**src/rtl/divider_seq_nbit.sv**
```systemverilog
// Sequential restoring divider: one quotient bit per clock, MSB first, with optional
// two's-complement operands and divide-by-zero reporting behind a start/busy/done handshake.
module divider_seq_nbit #(
    parameter int WIDTH  = 8,
    parameter int SIGNED = 0
) (
    input  logic             clk,
    input  logic             rst,
    input  logic             start,
    input  logic [WIDTH-1:0] Dvd,
    input  logic [WIDTH-1:0] Dsr,
    output logic [WIDTH-1:0] Q,
    output logic [WIDTH-1:0] R,
    output logic             busy,
    output logic             done,
    output logic             div_by_zero
);

    localparam int CW = (WIDTH > 2) ? $clog2(WIDTH) : 1;

    typedef enum logic [1:0] {IDLE, RUN, DONE} state_t;

    state_t           state, state_nxt;
    logic [WIDTH:0]   rem;
    logic [WIDTH-1:0] quo;
    logic [WIDTH-1:0] dsr_mag;
    logic [CW-1:0]    cnt;
    logic             neg_q, neg_r, zero;

    logic             accept;
    logic             dvd_neg, dsr_neg;
    logic [WIDTH-1:0] dvd_mag, dsr_abs;
    logic [WIDTH:0]   trial;
    logic             fits;
    logic [WIDTH-1:0] rem_lo;
    logic [WIDTH-1:0] q_final, r_final;

    always_ff @(posedge clk or posedge rst) begin
        if (rst) state <= IDLE;
        else     state <= state_nxt;
    end

    always_comb begin
        state_nxt = state;
        case (state)
            IDLE, DONE: begin
                if (start)              state_nxt = (Dsr == '0) ? DONE : RUN;
                else if (state == DONE) state_nxt = IDLE;
            end
            RUN:     if (cnt == '0) state_nxt = DONE;
            default: state_nxt = IDLE;
        endcase
    end

    // Operand conditioning, one restoring step, and final sign fix-up.
    always_comb begin
        accept  = start && (state == IDLE || state == DONE);
        dvd_neg = (SIGNED != 0) && Dvd[WIDTH-1];
        dsr_neg = (SIGNED != 0) && Dsr[WIDTH-1];
        dvd_mag = dvd_neg ? -Dvd : Dvd;
        dsr_abs = dsr_neg ? -Dsr : Dsr;
        // rem[WIDTH] is always 0 between steps; shifting the full register keeps it in use.
        trial   = (rem << 1) | {{WIDTH{1'b0}}, quo[WIDTH-1]};
        fits    = trial >= {1'b0, dsr_mag};
        rem_lo  = rem[WIDTH-1:0];
        if (zero) begin
            q_final = '1;
            r_final = quo;
        end else begin
            q_final = neg_q ? -quo : quo;
            r_final = neg_r ? -rem_lo : rem_lo;
        end
    end

    always_ff @(posedge clk or posedge rst) begin
        if (rst) begin
            rem         <= '0;
            quo         <= '0;
            dsr_mag     <= '0;
            cnt         <= '0;
            neg_q       <= 1'b0;
            neg_r       <= 1'b0;
            zero        <= 1'b0;
            Q           <= '0;
            R           <= '0;
            busy        <= 1'b0;
            done        <= 1'b0;
            div_by_zero <= 1'b0;
        end else begin
            busy <= (state == RUN);
            done <= (state == DONE);
            if (state == DONE) begin
                Q           <= q_final;
                R           <= r_final;
                div_by_zero <= zero;
            end else if (accept) begin
                div_by_zero <= 1'b0;
            end

            if (accept) begin
                zero    <= (Dsr == '0);
                quo     <= (Dsr == '0) ? Dvd : dvd_mag;
                dsr_mag <= dsr_abs;
                rem     <= '0;
                cnt     <= CW'(WIDTH - 1);
                neg_q   <= dvd_neg ^ dsr_neg;
                neg_r   <= dvd_neg;
            end else if (state == RUN) begin
                rem <= fits ? (trial - {1'b0, dsr_mag}) : trial;
                quo <= {quo[WIDTH-2:0], fits};
                cnt <= cnt - CW'(1);
            end
        end
    end

endmodule

```
**config.mk**
```make
export PLATFORM = sky130hd
export DESIGN_NAME = divider_seq_nbit
export DESIGN_NICKNAME = d
export VERILOG_FILES = /design/src/rtl/divider_seq_nbit.sv
export SDC_FILE = /design/constraint.sdc
export NUM_CORES = 1
export LEC_CHECK = 0
export CAP_MARGIN = 10
export CORE_ASPECT_RATIO = 0.7
export CORE_MARGIN = 2
export CORE_UTILIZATION = 53
export DETAILED_ROUTE_END_ITERATION = 10
export HOLD_SLACK_MARGIN = 0.15
export PLACE_DENSITY = 0.77
export REMOVE_ABC_BUFFERS = 1
export SETUP_SLACK_MARGIN = 0.4
export SLEW_MARGIN = 20
export SYNTH_ARGS = -nofsm -noshare
export SYNTH_HDL_FRONTEND = slang
export SYNTH_SLANG_ARGS = --single-unit
```
**constraint.sdc**
```tcl
create_clock -name clk -period 2.35 [get_ports clk]
set_clock_uncertainty 0.1 [all_clocks]
set_input_delay 0.3525 -clock clk [delete_from_list [all_inputs] [get_ports clk]]
set_output_delay 0.3525 -clock clk [all_outputs]
set_load 0.02 [all_outputs]
```
# Yosys cells after proc, flatten, opt, wreduce, memory -nomap -nowiden
# Cells that the tools add are included.
classes:
  shift: 0
  n_mux: 16
  order_cmp: 1
  reduce_logical: 9
  bitwise: 1
  div_mod_pow: 0
  mul: 0
  addsub: 2
  n_eq_ne: 4
ops:
  columns: ["operator", "n"]
  rows:
  - ["$mux W8", 7]
  - ["$ge A9 B8 Y1", 1]
  - ["$or A9 B1 Y9", 1]
  - ["$logic_not A8 Y1", 1]
  - ["$mux W2", 4]
  - ["$sub A8 B8 Y8", 1]
  - ["$mux W3", 2]
  - ["$pmux W2 S2", 1]
  - ["$reduce_bool A2 Y1", 2]
  - ["$logic_not A3 Y1", 1]
  - ["$ne A3 B3 Y1 const B", 1]
  - ["$sub A3 B1 Y3 const B", 1]
  - ["$eq A2 B1 Y1 const B", 1]
  - ["$eq A2 B2 Y1 const B", 1]
  - ["$logic_not A2 Y1", 1]
  - ["$mux W1", 2]
  - ["$ne A2 B2 Y1 const B", 1]
  - ["$reduce_and A2 Y1", 1]
  - ["$reduce_or A2 Y1", 1]
  - ["$logic_and A1 B1 Y1", 1]
  - ["$logic_or A1 B1 Y1", 1]
totals:
  latchBits: 0
  regBits: 49
  wordCells: 44
  output_inout_bits: 19
  mem_count: 0
  romBits: 0
  in_bits: 19
  mem_bits_rw: 0

# Logic depth before layout (Yosys ltp)
# Gate-level depths: netlist of run 1.
depth:
  depth_word: 5
  depth_mapped: 9
  ltp_nobuf: 9

# Least setup slack after synthesis of run 1
# OpenSTA, ideal clock, no wires.
synth_timing:
  path_type: "register to register"
  startpoint: "register rem[1]"
  endpoint: "register rem[0]"
  arrival_ns: 1.830
  slack_ns: 0.299
  synth_period_minus_slack_ns: 2.051
  setup_ns: 0.121
  path_buffers: 1
  required_ns: 2.129
  stages_incl_launch_ff: 9
  cell_sequence: "dfrtp_1 -> ha_1 -> a21oi_2 -> o21ai_1 -> a211o_1 -> a21o_1 -> buf_6 -> mux2i_1 -> a22o_1"
synth_between:
  elab_chain_len: 5
synth_lines:
  columns: ["element", "line", "source"]
  rows:
  - ["start: declaration", "24", "logic [WIDTH:0] rem;"]
  - ["start signal: assignment", "109", "rem <= fits ? (trial - {1'b0, dsr_mag}) : trial;"]
  - ["$or A9 B1 Y9", "63", "trial = (rem << 1) | {{WIDTH{1'b0}}, quo[WIDTH-1]};"]
  - ["$ge A9 B8 Y1", "64", "fits = trial >= {1'b0, dsr_mag};"]
  - ["$mux W8", "109", null]
  - ["$mux W8", "108", "end else if (state == RUN) begin"]
  - ["$mux W8", "100", "if (accept) begin"]
# No other way between the ends. The select of a mux whose other input is x is not followed.
# A chain may end at the register's enable or synchronous reset.

# Final worst setup path of run 1
layout_timing:
  startpoint: "register quo[7]"
  endpoint: "register rem[6]"
layout_between:
  elab_chain_len: 5
  elab_cells_between_ends: 6
  cone_classes: "add/sub: 1; order compare: 1; mux: 3; bitwise: 1"
layout_lines:
  columns: ["element", "line", "source"]
  rows:
  - ["start: declaration", "25", "logic [WIDTH-1:0] quo;"]
  - ["start signal: assignment", "102", "quo <= (Dsr == '0) ? Dvd : dvd_mag;"]
  - ["start signal: assignment", "110", "quo <= {quo[WIDTH-2:0], fits};"]
  - ["$or A9 B1 Y9 (*)", "63", null]
  - ["$sub A8 B8 Y8 / $ge A9 B8 Y1 (equally long branches)", "109, 64", null]
  - ["$mux W8 (*)", "109", null]
  - ["$mux W8 (*)", "108", null]
  - ["$mux W8 (*)", "100", null]
# Mark *: on every way between the ends. The rest lies on a longest branch, timed or not. The select of a mux whose other input is x is not followed.

==> results.txt, run 1 <==
HPWL after DPL -> 3954 um
Post-synth EDFFs -> 0
Pwr Density -> 1590 mW/mm2
Yosys warns -> 0
Final Cycle Share -> 0.8751
Slew margin rel. -> 0.5845
Critical path's slowest cell -> dfrtp_1
Clk_lat worst skew -> 0.30 ns
Synth top area share -> 0.5052
Most frequent cells after synthesis -> nand2_1 (51), dfrtp_1 (49), o21ai_0 (34), inv_1 (14), mux2i_1 (14)
FILL cells -> 319
Clock Sinks -> 49
RR Startpoint -> quo[7]$_DFFE_PP0P_
Largest net degree at the start of global routing -> 27
Syn_area_per_cell -> 9.445 um2
Total of max-cap violations -> 0
Sequential area share after synthesis -> 0.5052
Final WL -> 5866 um
Inserted Clock Buffers -> 5
Share of cells above drive strength 1 -> 0.1503
Beginning of the critical path -> quo[7]$_DFFE_PP0P_
DR WL/cell -> 16.25 um
Final setup vio count -> 0
Unique masters post-synth -> 32
Post-Syn Area -> 0.002427 mm2
Initial DRC count -> 172
Clock transition at path regs -> 0.09 ns
Ys async rst share -> 1.000
VDD IR max -> 0.9561 mV
Die ar. -> 0.005146 mm2
Endpoints failing hold -> 0
Initial antenna violation count -> 0
Prevailing post-synth register cell -> dfrtp_1
I/O Buffers -> 37
CTS Root Cell -> clkbuf_8
Final #Nets -> 335
Max stage delay on crit path -> 0.39 ns
Initial Utilization -> 0.5543
Slew @ Worst Pin -> 0.6232 ns
Worst Path Buf+Inv -> 1
Post-route minimum period -> 2.056 ns
Worst-path cell chain -> inv_2 > ha_4 > fa_2 > nor2b_2 > o31a_1 > o21a_1 > or3_1 > nand3_1 > a31oi_1
CP startpoint kind -> flip-flop
Most frequent cell after synthesis -> nand2_1
Vias -> 2025
Vias per cell -> 5.609
I/O Pins -> 38
RSZ-0062 raised after global routing -> yes
CTS tree -> done
Total GRT Usage -> 0.2400
FF-to-FF setup slack -> 0.29 ns
Leak -> 0.001423 uW
Slew Viols, Final -> 0
Top cells by area, synth -> dfrtp_1 (51%), nand2_1 (7.9%), o21ai_0 (7.0%), mux2i_1 (5.8%), ha_1 (5.2%)
Status -> finished clean
Die span in y -> 60.62 um
Kind of critical path -> flip-flop to flip-flop
Ant diodes -> 0
Drt first pass iters -> 4
Vias in the first global route -> 1923
Syn-to-layout area delta -> 31.03%
Cell family with the largest share of critical-path delay -> compound AO/OA/AOI/OAI gates
Core area -> 0.004379 mm2
Global-route wire length before repair -> 9439 um
FMAX -> 486.3 MHz
H-tree depth -> 2
Worst R2R End -> rem[6]$_DFFE_PP0P_
Cell accounting for the most synthesized area -> dfrtp_1
Setup TNS -> 0 ns
Mapped Cells -> 257
Endpoint class of the critical path -> flip-flop
Hold WC Path Type -> input pin to async pin
Die X -> 84.89 um
Clock Tree Buf Depth -> 2
R2R depth -> 9
Post-route ant nets -> 0
CP Max Fanout -> 3
Critical path arrival -> 2.13 ns
Count of state elements after synthesis -> 49
Routability cong. -> 0.8799
Detailed-route DRC error count -> 0
Hold slack final -> 0.2751 ns
Power Total -> 5058 uW
Worst EP required -> 2.43 ns
Congestion Overflow GR -> 0
Std cell rows -> 20
registers in the layout, summed over array words and instances (netlist names):
register	cells
Q	8
R	8
busy	1
cnt	3
div_by_zero	1
done	1
dsr_mag	8
quo	8
rem	8
state	2
zero	1
area by class of cell:
type	count	area (um2)	area share
sequential	49	1226	0.3855
multi-input combinational	180	1215	0.3820
timing repair buffer	54	498.0	0.1566
clock buffer	7	86.33	0.02714
tap	55	68.82	0.02164
inverter	15	56.30	0.01770
clock inverter	1	30.03	0.009441
timing repair:
item / 4_1_cts / 5_1_grt
gates resized for setup: 15 / 10
setup buffers: 7 / 2
endpoints found under the setup margin: 9 / 8
pin swaps: 7 / 5
hold buffers: 0 / 0
where the power goes:
| group | internal [uW] | total [uW] | switching (uW) |
|---|---|---|---|
| Combinational | 1440 | 2930 | 1500 |
| Clock | 347 | 620 | 273 |
| Sequential | 1230 | 1510 | 280 |
| Total | 3010 | 5060 | 2050 |
worst max-delay path by stage:
stage | end | slack (ns) | cells past startpoint
global placement | rem[0]$_DFFE_PP0P_ | 0.21 | 7
detailed placement | rem[0]$_DFFE_PP0P_ | 0.17 | 7
global route | rem[6]$_DFFE_PP0P_ | 0.21 | 9
finish | rem[6]$_DFFE_PP0P_ | 0.29 | 9
floorplan | quo[0]$_DFFE_PP0P_ | 0.15 | 4
CTS | rem[5]$_DFFE_PP0P_ | 0.31 | 8
logic make-up after synthesis:
family	Yosys count	synth area share
AO/OA/AOI/OAI	72	0.1784
XOR/XNOR	1	0.003609
adder cells (fa/ha/maj)	11	0.05979
buffers and inverters	28	0.04639
flip-flops	49	0.5052
multiplexers	14	0.05773
AND/OR/NAND/NOR	82	0.1490
layer usage:
metal  vias to the layer above  track usage  routed length (um)
li1                        989            -                   -
met1                       968       0.3518                2776
met2                        64       0.3791                2707
met3                         4      0.05170                 327
met4                         0      0.04535                  55
met5                         -            0                   0
placed cells by master, fill, tap and decap left out, types with 3 or more instances in the layout:
master / instances
a22o_1: 3
inv_1: 9
nor2_1: 6
clkdlybuf4s50_1: 37
a31oi_1: 4
nor3_1: 3
nor2b_1: 3
a21oi_1: 9
nand2_1: 51
clkbuf_8: 6
a22oi_1: 8
o21ai_0: 31
mux2i_1: 14
ha_4: 7
dfrtp_1: 49
o21a_1: 5
nand2b_1: 3
o21ai_1: 4
nand3_1: 5
buf_4: 17
inv_2: 5
metrics by stage:
step           instances  instance area, um2  utilization  setup slack [ns]
6_report             361                3181       0.7263            0.2936
5_1_grt              361                3181       0.7263            0.2060
4_1_cts              359                3126       0.7137            0.3106
3_5_place_dp         344                2873       0.6560            0.1683
3_3_place_gp         344                2873       0.6560            0.2105
2_1_floorplan        244                2371            -            0.1528
(Power assumes the default switching activity.)
==> run 2: changes to the inputs <==
==> constraint.sdc (replaced) <==
create_clock -name clk -period 2.35 [get_ports clk]
set_clock_uncertainty 0.1 [all_clocks]
set_input_delay 0.235 -clock clk [delete_from_list [all_inputs] [get_ports clk]]
set_output_delay 0.235 -clock clk [all_outputs]
set_load 0.02 [all_outputs]
==> results.txt, run 2 (same netlist as run 1, synthesis figures left out) <==
Syn-to-layout area delta -> 33.35% (was 31.03%)
Post-route ant nets -> 0 (unchanged)
Kind of critical path -> flip-flop to flip-flop (unchanged)
Congestion Overflow GR -> 0 (unchanged)
Vias -> 2065 (was 2025)
Std cell rows -> 20 (unchanged)
I/O Pins -> 38 (unchanged)
Slew margin rel. -> 0.5511 (was 0.5845)
Vias per cell -> 5.642 (was 5.609)
Worst EP required -> 2.43 ns (about the same)
Critical path arrival -> 2.16 ns (was 2.13 ns)
CP Max Fanout -> 2 (was 3)
Share of cells above drive strength 1 -> 0.1801 (was 0.1503)
FMAX -> 479.3 MHz (was 486.3 MHz)
Largest net degree at the start of global routing -> 27 (unchanged)
Routability cong. -> 0.8835 (was 0.8799)
Finished Layout Cells -> 366 (was 361)
Die ar. -> 0.005146 mm2 (unchanged)
Final setup vio count -> 0 (unchanged)
Most common cell after layout, fill and taps aside -> nand2_1 (unchanged)
Worst-path cell chain -> buf_6 > inv_4 > fa_2 > nor2b_2 > o31a_1 > o21a_1 > or3_4 > nand3_2 > a31oi_1 (was inv_2 > ha_4 > fa_2 > nor2b_2 > o31a_1 > o21a_1 > or3_1 > nand3_1 > a31oi_1)
Die span in y -> 60.62 um (unchanged)
Vias in the first global route -> 2006 (was 1923)
DR WL/cell -> 16.07 um (was 16.25 um)
HPWL after DPL -> 3850 um (was 3954 um)
FILL cells -> 315 (was 319)
Die X -> 84.89 um (unchanged)
Endpoint class of the critical path -> flip-flop (unchanged)
Ant diodes -> 0 (unchanged)
Clock Sinks -> 49 (unchanged)
Status -> finished clean (unchanged)
Final #Nets -> 340 (was 335)
Core area -> 0.004379 mm2 (unchanged)
Clk_lat worst skew -> 0.30 ns (about the same)
Final WL -> 5880 um (was 5866 um)
Slew @ Worst Pin -> 0.6733 ns (was 0.6232 ns)
H-tree depth -> 2 (unchanged)
Critical path's slowest cell -> dfrtp_1 (unchanged)
Final Cycle Share -> 0.8878 (was 0.8751)
Total GRT Usage -> 0.2502 (was 0.2400)
FF/Latch Area -> 0.001227 mm2 (was 0.001226 mm2)
Initial antenna violation count -> 0 (unchanged)
Placed cell count -> 344 (unchanged)
CP startpoint kind -> flip-flop (unchanged)
I/O Buffers -> 37 (unchanged)
Clock Tree Buf Depth -> 2 (unchanged)
Drt first pass iters -> 5 (was 4)
Max stage delay on crit path -> 0.45 ns (was 0.39 ns)
Pwr Density -> 1634 mW/mm2 (was 1590 mW/mm2)
Initial Utilization -> 0.5543 (unchanged)
Commonest non-fill, non-tap cells in the layout -> nand2_1 (51), dfrtp_1 (48), clkdlybuf4s50_1 (37), o21ai_0 (31), buf_4 (21) (was nand2_1 (51), dfrtp_1 (49), clkdlybuf4s50_1 (37), o21ai_0 (31), buf_4 (17))
Clock transition at path regs -> 0.09 ns (about the same)
CTS tree -> done (unchanged)
Total of max-cap violations -> 0 (unchanged)
Post-route minimum period -> 2.086 ns (was 2.056 ns)
Hold WC Path Type -> input pin to async pin (unchanged)
Area of the multi-input gates -> 0.001209 mm2 (was 0.001215 mm2)
VDD IR max -> 0.9765 mV (was 0.9561 mV)
CTS Root Cell -> clkbuf_8 (unchanged)
Setup TNS -> 0 ns (unchanged)
RSZ-0062 raised after global routing -> yes (unchanged)
Initial DRC count -> 146 (was 172)
Leak -> 0.001463 uW (was 0.001423 uW)
Endpoints failing hold -> 0 (unchanged)
Inserted Clock Buffers -> 5 (unchanged)
Detailed-route DRC error count -> 0 (unchanged)
Global-route wire length before repair -> 9804 um (was 9439 um)
Slew Viols, Final -> 0 (unchanged)
-- run 2: through the flow --
stage          power [uW]  utilization  worst slack [ns]  hold WS [ns]  area, um2
5_1_grt              5674       0.7391            0.2102        0.2267       3237
6_report             5288       0.7391            0.2637        0.1791       3237
3_5_place_dp         3910       0.6560            0.1355        0.3551       2873
4_1_cts              5098       0.7337            0.3005        0.1995       3213
2_1_floorplan        3135            -            0.1528        0.2404       2371
3_3_place_gp         3836       0.6560            0.2096        0.3490       2873
-- run 2: repair_timing --
action	4_1_cts	5_1_grt
hold buffers	0	0
setup buffers	13	1
endpoints found under the setup margin	9	8
resized for setup	25	7
pin swaps	10	6
-- run 2: path summary, 6_finish.rpt --
| check | slack [ns] | from | endpoint | depth (start not counted) |
|---|---|---|---|---|
| setup / recovery | 0.26 | rem[0]$_DFFE_PP0P_ | rem[6]$_DFFE_PP0P_ | 9 |
| hold / removal | 0.18 | rst | dsr_mag[2]$_DFFE_PP0P_ | 2 |
| setup reg to reg | 0.26 | rem[0]$_DFFE_PP0P_ | rem[6]$_DFFE_PP0P_ | 9 |
| hold reg to reg | 0.37 | Q[1]$_DFFE_PP0P_ | Q[1]$_DFFE_PP0P_ | 2 |
| max in group asynchronous | 1.38 | rst | Q[6]$_DFFE_PP0P_ | 3 |
| min in group clk | 0.37 | Q[1]$_DFFE_PP0P_ | Q[1]$_DFFE_PP0P_ | 2 |
-- run 2: where the power goes --
part	leakage (uW)	internal, uW	switching, uW
logic	0.000785	1500	1580
registers	0.000609	1230	272
clock network	0.0000681	423	278
total	0.00146	3150	2130
-- run 2: cell type report --
cell class                      count  area share
Sequential cell                    49      0.3792
Timing Repair Buffer               59      0.1666
Multi-Input combinational cell    180      0.3734
Clock buffer                        5     0.02126
Tap cell                           55     0.02126
Inverter                           15     0.01817
Clock inverter                      3     0.02010
-- run 2: layer usage --
metal	global-route usage	vias up	wire (um)
li1	-	993	-
met2	0.4061	76	2709
met1	0.3418	983	2709
met3	0.05850	13	367
met5	0	-	0
met4	0.08163	0	93
-- run 2: worst max-delay path: cells and delay by family, from the launching register on --
| kind | cells | cell delay, ns |
|---|---|---|
| AND/OR/NAND/NOR | 3 | 0.48 |
| flip-flops | 1 | 0.45 |
| buffers and inverters | 2 | 0.20 |
| adder cells (fa/ha/maj) | 1 | 0.20 |
| AO/OA/AOI/OAI | 3 | 0.52 |
==> run 3: changes to the inputs <==
--- a/config.mk
+++ b/config.mk
@@ -12,7 +12,6 @@
 export DETAILED_ROUTE_END_ITERATION = 10
 export HOLD_SLACK_MARGIN = 0.15
 export PLACE_DENSITY = 0.77
-export REMOVE_ABC_BUFFERS = 1
 export SETUP_SLACK_MARGIN = 0.4
 export SLEW_MARGIN = 20
 export SYNTH_ARGS = -nofsm -noshare
==> results.txt, run 3 (same netlist as run 1, synthesis figures left out) <==
Final WL -> 5891 um (was 5880 um)
Hold WC Path Type -> input pin to async pin (unchanged)
HPWL after DPL -> 3936 um (was 3850 um)
Commonest non-fill, non-tap cells in the layout -> nand2_1 (51), dfrtp_1 (49), clkdlybuf4s50_1 (37), o21ai_0 (31), buf_4 (19) (was nand2_1 (51), dfrtp_1 (48), clkdlybuf4s50_1 (37), o21ai_0 (31), buf_4 (21))
Global-route wire length before repair -> 9418 um (was 9804 um)
CTS Hold Bufs -> 0 (unchanged)
FMAX -> 472.0 MHz (was 479.3 MHz)
Status -> finished clean (unchanged)
FILL cells -> 302 (was 315)
Ant diodes -> 0 (unchanged)
Syn-to-layout area delta -> 32.58% (was 33.35%)
Core area -> 0.004379 mm2 (unchanged)
Clock transition at path regs -> 0.09 ns (about the same)
Final #Nets -> 339 (was 340)
DR WL/cell -> 16.14 um (was 16.07 um)
CP Max Fanout -> 8 (was 2)
Clock Tree Buf Depth -> 2 (unchanged)
R2R depth -> 8 (was 9)
Placed cell count -> 340 (was 344)
Die span in y -> 60.62 um (unchanged)
Inserted Clock Buffers -> 5 (unchanged)
Endpoints failing hold -> 0 (unchanged)
Initial antenna violation count -> 0 (unchanged)
Std cell rows -> 20 (unchanged)
Final Cycle Share -> 0.9015 (was 0.8878)
Post-route ant nets -> 0 (unchanged)
Die X -> 84.89 um (unchanged)
RR Startpoint -> quo[7]$_DFFE_PP0P_ (was rem[0]$_DFFE_PP0P_)
Initial Utilization -> 0.5543 (unchanged)
Share of cells above drive strength 1 -> 0.1806 (was 0.1801)
Slew @ Worst Pin -> 0.6564 ns (was 0.6733 ns)
Final setup vio count -> 0 (unchanged)
Cell family with the largest share of critical-path delay -> compound AO/OA/AOI/OAI gates (unchanged)
Post-route minimum period -> 2.119 ns (was 2.086 ns)
Kind of critical path -> flip-flop to flip-flop (unchanged)
Detailed-route DRC error count -> 0 (unchanged)
Endpoint class of the critical path -> flip-flop (unchanged)
Placement Cell Area -> 0.002893 mm2 (was 0.002873 mm2)
Total GRT Usage -> 0.2406 (was 0.2502)
Vias in the first global route -> 1811 (was 2006)
Pwr Density -> 1594 mW/mm2 (was 1634 mW/mm2)
VDD IR max -> 0.9207 mV (was 0.9765 mV)
Setup TNS -> 0 ns (unchanged)
Syn nets -> 287
Finished Cell Area -> 0.003218 mm2 (was 0.003237 mm2)
Die ar. -> 0.005146 mm2 (unchanged)
Clock Sinks -> 49 (unchanged)
Worst R2R End -> rem[0]$_DFFE_PP0P_ (was rem[6]$_DFFE_PP0P_)
Initial DRC count -> 214 (was 146)
Slew Viols, Final -> 0 (unchanged)
Clk_lat worst skew -> 0.31 ns (was 0.30 ns)
Leak -> 0.001439 uW (was 0.001463 uW)
CP startpoint kind -> flip-flop (unchanged)
CTS Root Cell -> clkbuf_8 (unchanged)
Vias per cell -> 5.636 (was 5.642)
RSZ-0062 raised after global routing -> yes (unchanged)
Finished Layout Cells -> 365 (was 366)
Critical path arrival -> 2.21 ns (was 2.16 ns)
H-tree depth -> 2 (unchanged)
CTS tree -> done (unchanged)
FF-to-FF setup slack -> 0.23 ns (was 0.26 ns)
Slew margin rel. -> 0.5624 (was 0.5511)
Most common cell after layout, fill and taps aside -> nand2_1 (unchanged)
Util after Layout -> 0.7349 (was 0.7391)
Vias -> 2057 (was 2065)
Worst EP required -> 2.45 ns (was 2.43 ns)
Congestion Overflow GR -> 0 (unchanged)
Routability cong. -> 0.9341 (was 0.8835)
Total of max-cap violations -> 0 (unchanged)
Power Total -> 5130 uW (was 5288 uW)
Drt first pass iters -> 6 (was 5)
Worst-path cell chain -> inv_2 > ha_4 > nor2b_2 > o21ai_1 > a211o_1 > a21o_4 > mux2i_1 > a22o_1 (was buf_6 > inv_4 > fa_2 > nor2b_2 > o31a_1 > o21a_1 > or3_4 > nand3_2 > a31oi_1)
Critical path's slowest cell -> dfrtp_1 (unchanged)
Max stage delay on crit path -> 0.41 ns (was 0.45 ns)
Worst Path Buf+Inv -> 1 (was 2)
I/O Buffers -> 37 (unchanged)
I/O Pins -> 38 (unchanged)
Largest net degree at the start of global routing -> 50 (was 27)
## run 3: changes by cell type in the layout (fill, tap and decap cells not counted), sizes merged
cell,change
buf,-1
clkinv,+1
bufinv,-2
clkbuf,+1
## run 3: how the worst max path moves through the flow
stage	startpoint	end	cells after the start
after floorplan	rem[6]$_DFFE_PP0P_	rem[1]$_DFFE_PP0P_	7
after detailed placement	rem[4]$_DFFE_PP0P_	rem[0]$_DFFE_PP0P_	7
after global placement	quo[7]$_DFFE_PP0P_	rem[0]$_DFFE_PP0P_	8
after CTS	quo[7]$_DFFE_PP0P_	rem[6]$_DFFE_PP0P_	9
after global routing	quo[7]$_DFFE_PP0P_	rem[0]$_DFFE_PP0P_	8
final	quo[7]$_DFFE_PP0P_	rem[0]$_DFFE_PP0P_	8
## run 3: routing by layer
metal	vias to the layer above	track usage	wire length [um]
li1	992	-	-
met1	978	0.3682	2899
met2	74	0.3420	2510
met3	13	0.05986	391
met4	0	0.06803	90
met5	-	0	0
## run 3: repair_timing
action | in CTS | in global routing
setup endpoints to repair | 8 | 16
cloned | 0 | 0
pin swaps | 8 | 7
resized for setup | 18 | 9
endpoints found under the hold margin | 0 | 0
buffers inserted | 11 | 6
## run 3: tightest hold or removal path: stages
cell and delay (ns):
clkdlybuf4s50_1 0.41, inv_2 0.07, buf_12 0.25
## run 3: per-stage QoR
stage | setup WS, ns | hold WS, ns
finish | 0.2315 | 0.1758
global route | 0.2056 | 0.2180
CTS | 0.3473 | 0.1912
detailed placement | 0.2332 | 0.3564
global placement | 0.2663 | 0.3490
floorplan | 0.4010 | 0.2404
## run 3: cell type report
| type | instances | area [um2] | share of cell area |
|---|---|---|---|
| timing repair buffer | 58 | 544.3 | 0.1691 |
| sequential | 49 | 1226 | 0.3810 |
| clock buffer | 6 | 82.58 | 0.02566 |
| inverter | 15 | 58.81 | 0.01827 |
| clock inverter | 2 | 13.76 | 0.004277 |
| tap | 55 | 68.82 | 0.02138 |
| multi-input combinational | 180 | 1224 | 0.3802 |
## run 3: power breakdown
| group | switching, uW | total (uW) | internal [uW] |
|---|---|---|---|
| clock | 284 | 523 | 239 |
| sequential | 292 | 1520 | 1230 |
| combinational | 1550 | 3090 | 1540 |
